`src/rtl/video_palette_mapper.sv`:
```
// Maps PCW colour indices to 24-bit RGB: mono tint or 16-entry RGB444 palette.
// Palette writes go to a shadow bank that is committed to the active bank at vblank.
module video_palette_mapper #(
    parameter int unsigned CH_W = 8
) (
    input  logic            clk_sys,
    input  logic            reset_n,
    input  logic            ce_pix,
    input  logic [3:0]      colour_in,
    input  logic            hsync_in,
    input  logic            vsync_in,
    input  logic            hb_in,
    input  logic            vb_in,
    input  logic            fake_colour,
    input  logic [1:0]      pcw_video_mode,
    input  logic [1:0]      mono_tint,
    input  logic            pal_wr,
    input  logic [3:0]      pal_idx,
    input  logic [11:0]     pal_data,
    output logic            pal_busy,
    output logic [CH_W-1:0] r,
    output logic [CH_W-1:0] g,
    output logic [CH_W-1:0] b,
    output logic            hsync,
    output logic            vsync,
    output logic            hb,
    output logic            vb,
    output logic            ce_pix_out
);

    localparam int unsigned NUM_ENT = 16;
    localparam int unsigned IDX_W   = 4;
    localparam int unsigned PAL_W   = 12;
    localparam int unsigned REP_N   = (CH_W + 3) / 4;
    localparam int unsigned REP_W   = 4 * REP_N;
    localparam int unsigned AMB_W   = (CH_W > 8) ? CH_W : 8;

    // Amber green level is 8'hB0, left-aligned and truncated/zero-padded to CH_W.
    localparam logic [AMB_W-1:0] AMBER_WIDE = AMB_W'(8'hB0) << (AMB_W - 8);
    localparam logic [CH_W-1:0]  AMBER_G    = AMBER_WIDE[AMB_W-1 -: CH_W];

    typedef enum logic {
        ST_IDLE = 1'b0,
        ST_COPY = 1'b1
    } state_t;

    function automatic logic [PAL_W-1:0] ega_default(input logic [IDX_W-1:0] idx);
        case (idx)
            4'd0:    return 12'h000;
            4'd1:    return 12'h00A;
            4'd2:    return 12'h0A0;
            4'd3:    return 12'h0AA;
            4'd4:    return 12'hA00;
            4'd5:    return 12'hA0A;
            4'd6:    return 12'hA50;
            4'd7:    return 12'hAAA;
            4'd8:    return 12'h555;
            4'd9:    return 12'h55F;
            4'd10:   return 12'h5F5;
            4'd11:   return 12'h5FF;
            4'd12:   return 12'hF55;
            4'd13:   return 12'hF5F;
            4'd14:   return 12'hFF5;
            default: return 12'hFFF;
        endcase
    endfunction

    // Nibble replicated MSB-first, then truncated to the channel width.
    function automatic logic [CH_W-1:0] expand(input logic [3:0] n);
        logic [REP_W-1:0] rep;
        rep = {REP_N{n}};
        return rep[REP_W-1 -: CH_W];
    endfunction

    logic [PAL_W-1:0] shadow [NUM_ENT];
    logic [PAL_W-1:0] active [NUM_ENT];

    state_t           state;
    state_t           state_nxt;
    logic [IDX_W-1:0] ptr;
    logic             dirty;
    logic             vb_rise;
    logic             wr_ok;
    logic             commit;
    logic             copy_en;
    logic             busy_nxt;

    logic [IDX_W-1:0] s1_entry;
    logic             s1_fake;
    logic [1:0]       s1_tint;
    logic             s1_c3;
    logic             s1_hs;
    logic             s1_vs;
    logic             s1_hb;
    logic             s1_vb;

    logic [IDX_W-1:0] entry;
    logic [PAL_W-1:0] pal_word;
    logic [CH_W-1:0]  r_nxt;
    logic [CH_W-1:0]  g_nxt;
    logic [CH_W-1:0]  b_nxt;

    assign ce_pix_out = ce_pix;

    // s1_vb holds vb_in from the previous pixel tick, so it doubles as the edge history.
    assign vb_rise = ce_pix & vb_in & ~s1_vb;
    assign wr_ok   = pal_wr & ~pal_busy;

    always_ff @(posedge clk_sys) begin
        if (!reset_n) state <= ST_IDLE;
        else          state <= state_nxt;
    end

    always_comb begin
        state_nxt = state;
        case (state)
            ST_IDLE: if (vb_rise && dirty)            state_nxt = ST_COPY;
            ST_COPY: if (ptr == IDX_W'(NUM_ENT - 1))  state_nxt = ST_IDLE;
            default:                                  state_nxt = ST_IDLE;
        endcase
    end

    always_comb begin
        commit   = 1'b0;
        copy_en  = 1'b0;
        busy_nxt = 1'b0;
        if (state == ST_IDLE && state_nxt == ST_COPY) commit  = 1'b1;
        if (state == ST_COPY)                         copy_en = 1'b1;
        if (state_nxt == ST_COPY)                     busy_nxt = 1'b1;
    end

    // Commit bookkeeping; an accepted write outranks the clear on the commit cycle.
    always_ff @(posedge clk_sys) begin
        if (!reset_n) begin
            ptr      <= '0;
            dirty    <= 1'b0;
            pal_busy <= 1'b0;
        end else begin
            pal_busy <= busy_nxt;
            if (commit)       ptr <= '0;
            else if (copy_en) ptr <= ptr + IDX_W'(1);
            if (wr_ok)        dirty <= 1'b1;
            else if (commit)  dirty <= 1'b0;
        end
    end

    always_ff @(posedge clk_sys) begin
        if (!reset_n) begin
            for (int unsigned i = 0; i < NUM_ENT; i++) shadow[IDX_W'(i)] <= ega_default(IDX_W'(i));
        end else if (wr_ok) begin
            shadow[pal_idx] <= pal_data;
        end
    end

    always_ff @(posedge clk_sys) begin
        if (!reset_n) begin
            for (int unsigned i = 0; i < NUM_ENT; i++) active[IDX_W'(i)] <= ega_default(IDX_W'(i));
        end else if (copy_en) begin
            active[ptr] <= shadow[ptr];
        end
    end

    assign entry = (pcw_video_mode == 2'd2) ? colour_in : {2'b00, colour_in[3:2]};

    always_ff @(posedge clk_sys) begin
        if (!reset_n) begin
            s1_entry <= '0;
            s1_fake  <= 1'b0;
            s1_tint  <= 2'd0;
            s1_c3    <= 1'b0;
            s1_hs    <= 1'b0;
            s1_vs    <= 1'b0;
            s1_hb    <= 1'b1;
            s1_vb    <= 1'b1;
        end else if (ce_pix) begin
            s1_entry <= entry;
            s1_fake  <= fake_colour;
            s1_tint  <= mono_tint;
            s1_c3    <= colour_in[3];
            s1_hs    <= hsync_in;
            s1_vs    <= vsync_in;
            s1_hb    <= hb_in;
            s1_vb    <= vb_in;
        end
    end

    assign pal_word = active[s1_entry];

    // Stage-2 colour: blanking forces black, otherwise mono tint or palette lookup.
    always_comb begin
        r_nxt = '0;
        g_nxt = '0;
        b_nxt = '0;
        if (!(s1_hb || s1_vb)) begin
            if (s1_fake) begin
                r_nxt = expand(pal_word[11:8]);
                g_nxt = expand(pal_word[7:4]);
                b_nxt = expand(pal_word[3:0]);
            end else if (s1_c3) begin
                case (s1_tint)
                    2'd1: begin
                        g_nxt = '1;
                    end
                    2'd2: begin
                        r_nxt = '1;
                        g_nxt = AMBER_G;
                    end
                    default: begin
                        r_nxt = '1;
                        g_nxt = '1;
                        b_nxt = '1;
                    end
                endcase
            end
        end
    end

    always_ff @(posedge clk_sys) begin
        if (!reset_n) begin
            r     <= '0;
            g     <= '0;
            b     <= '0;
            hsync <= 1'b0;
            vsync <= 1'b0;
            hb    <= 1'b1;
            vb    <= 1'b1;
        end else if (ce_pix) begin
            r     <= r_nxt;
            g     <= g_nxt;
            b     <= b_nxt;
            hsync <= s1_hs;
            vsync <= s1_vs;
            hb    <= s1_hb;
            vb    <= s1_vb;
        end
    end

endmodule
```
`config.mk`:
```
export PLATFORM = sky130hd
export DESIGN_NAME = video_palette_mapper
export DESIGN_NICKNAME = d
export VERILOG_FILES = /design/src/rtl/video_palette_mapper.sv
export SDC_FILE = /design/constraint.sdc
export NUM_CORES = 1
export LEC_CHECK = 0
export CORE_MARGIN = 3
export CORE_UTILIZATION = 25
export CTS_BUF_LIST = sky130_fd_sc_hd__clkbuf_4 sky130_fd_sc_hd__clkbuf_8
export DETAILED_ROUTE_END_ITERATION = 12
export HOLD_SLACK_MARGIN = 0.12
export PLACE_DENSITY = 0.38
export SLEW_MARGIN = 25
export SYNTH_ARGS = -nofsm -noshare
export SYNTH_HDL_FRONTEND = slang
export SYNTH_SLANG_ARGS = --single-unit
```
`constraint.sdc`:
```
create_clock -name clk_sys -period 3.2 [get_ports clk_sys]
set_input_delay 0.48 -clock clk_sys [delete_from_list [all_inputs] [get_ports clk_sys]]
set_output_delay 0.48 -clock clk_sys [all_outputs]
set_load 0.01 [all_outputs]
```
==> metrics.txt <==
CP arrival 3020 ps; Cells after Synth 1,452; routed vias about 12,000; CP max stage cell dfxtp_4; Synth Flop Type edfxtp_1; xor/xnor cell area share of the yosys netlist 0.136%; total track usage 14.7%; drt initial violations 840; post-synthesis mux area share a little over an eighth; final core occ 29.8%; FMAX between 0.3 and 0.4 GHz; Die Height 284 µm; layout cells sized above 1 17.4%; num ports 63; CORE AREA 76,200 µm²; worst hold path class in -> reg; Rows 101; # resized after CTS 0; clk slew on worst S/H paths 60 ps; first-pass GRT wire length 87,200 µm; H-tree depth 3; status finished clean; Yosys warning count 0; data required time of the critical path 3570 ps; top cells by area, synth edfxtp_1 (60%), mux2i_1 (6.9%), mux4_2 (5.6%); most common cell in the netlist edfxtp_1; initial antenna violation count 1; Mapped Area 19,300 µm²; detailed placer's ending HPWL 39,100 µm; TritonCTS clock tree built; Die Area 80,600 µm²; ANT nets after route 0; die width 284 µm; Adder-Cell Fraction of Synth Area less than 1%; Hold Buf Count CTS 1; Inserted Clock Buffers 79; largest net degree at the start of global routing 42; drt wl/cell 22.7 µm; Fin. Hold Viols 0; clk_lat worst skew around 650 ps; Post-synth EDFFs 384; clock root buffer clkbuf_8; TritonRoute pass-1 iters 5; vias per inst around 4.5; CTS sink cnt roughly 430; compound-gate portion of the synthesized area ~3.2%; initial core utilization 25.3%; type of destination of the critical path flop; critical path class reg -> reg; max_slew headroom between 40% and 50%; Port Buffers 62; post-synthesis simple-gate area fraction 14.6%; Startpoint Class flop; syn nets 1,491; Final period util 82.9%; Leakage around 7 nW; skew final between 40 and 50 ps; Netlist cell types 40; Nets 1,575; most common library cells after synthesis edfxtp_1 (384), nand2_1 (170), nor2_1 (136); Max Cap Viol 0; CP Cell Sequence buf_12 > mux4_2 > mux2i_1 > mux2_4 > nand2_1; sequential area share after synthesis around 64%; overflow left after global routing 0; syn_area_per_cell 13.3 µm²; Layout Area Growth over Synthesis 17.8%; final count of negative-setup-slack endpoints 0; Slowest Stage Delay on Critical Path 620 ps; vias in the first global route about 13,000; Synth top area share 59.7%; largest family of logic cells by synthesized area simple AND/OR/NAND/NOR gates; Final Critical Period around 2700 ps; CTS Buffer Depth 3; routability cong. 0.735; WL final 59,600 µm; Synth area leader edfxtp_1; max-slew violation count 0; postcts setup bufs 0; Remaining DRCs 0; CP max FO 18; P per Cell Area between 500 and 600 nW/µm²; #FFs+latches synth about 430; post-route setup TNS 0 ps; Tightest Pin Transition roughly 870 ps; RSZ-0062 raised after global routing no; Synth async-reset ratio 0%; number of diodes 0; Peak VDD IR 0.000205 V
worst paths after layout:
check	startpoint	end	slack (ps)	cells past startpoint
hold reg to reg	s1_entry[0]	s1_entry[0]	470	1
setup / recovery	flop	active[11][6]	550	5
setup reg to reg	flop	active[11][6]	550	5
hold / removal	ce_pix	vb	410	3
flip-flops by register name (all words and copies together) (netlist names), 2 cells and up, named ones only:
register  count
active      192
b             4
g             7
ptr           4
r             4
s1_entry      4
s1_tint       2
shadow      192
critical path: cells and delay by family, from the launching register on:
kind | cells | cell delay (ps)
flops | 1 | 620
simple gates | 1 | 100
buf+inv | 1 | 240
mux | 3 | 1360
logic make-up (layout without fill, tap and decap cells):
logic type      after synthesis  after routing
simple gates                579            579
mux                         194            194
fa+ha+maj                     6              6
flops                       429            429
xor+xnor                      3              3
compound gates               98             98
buf+inv                     143            286
where the power goes:
group,internal (mW),total [mW],leakage [nW],switching (mW)
Sequential,6.20,6.25,3.67,0.0549
Combinational,0.244,0.764,2.43,0.520
Clock,3.04,5.35,0.851,2.31
Total,9.48,12.4,6.95,2.89
cells in the final DEF (no fill, tap or decap), types with 2 or more instances in the layout:
master           instances
edfxtp_1               384
nand2_1                170
nor2_1                 136
mux2i_1                134
clkbuf_8                86
or3_1                   70
buf_4                   68
clkdlybuf4s50_1         60
and2_1                  52
mux4_2                  48
clkbuf_4                43
dfxtp_1                 42
a22oi_1                 36
nor2b_1                 35
and3_1                  30
nand3_1                 24
nand2b_1                17
nor3_1                  17
a21oi_1                 17
o21ai_0                 16
a31oi_1                 15
nand4_1                 13
mux2_4                  10
o21ai_1                  9
inv_1                    9
clkinv_1                 7
nor4_1                   6
ha_1                     6
buf_12                   6
nor3_2                   3
a21boi_0                 3
mux2_2                   2
nand4b_1                 2
xor2_1                   2
o211a_1                  2
dfxtp_4                  2
buf_2                    2
per-stage QoR:
stage                     worst slack (ps)  hold WS [ps]  instances  power (mW)  area, µm²
after floorplan                        594           442       1452        6.78      19300
after global placement                 390           458       2484        7.16      21100
after detailed placement               375           466       2484        7.16      21100
after CTS                              473           333       2625        12.6      22700
after global routing                   356           396       2625        12.9      22700
final                                  548           410       2625        12.4      22700
routing by layer:
metal	up-vias	wire length (µm)	GRT usage, %
met5	-	0	0
met4	0	1710	4.91
met3	102	2090	2.40
met2	258	29200	24.6
met1	6035	26600	19.4
li1	5485	-	-
area by class of cell:
type	instances	area, µm²
inverters	9	33.8
well taps	1030	1290
clock buffers	129	1510
repair buffers	137	1250
clock inverters	11	80.1
fillers	7745	53500
multi-input cells	880	6140
flip-flops and latches	429	12400
(Power assumes the default switching activity.)
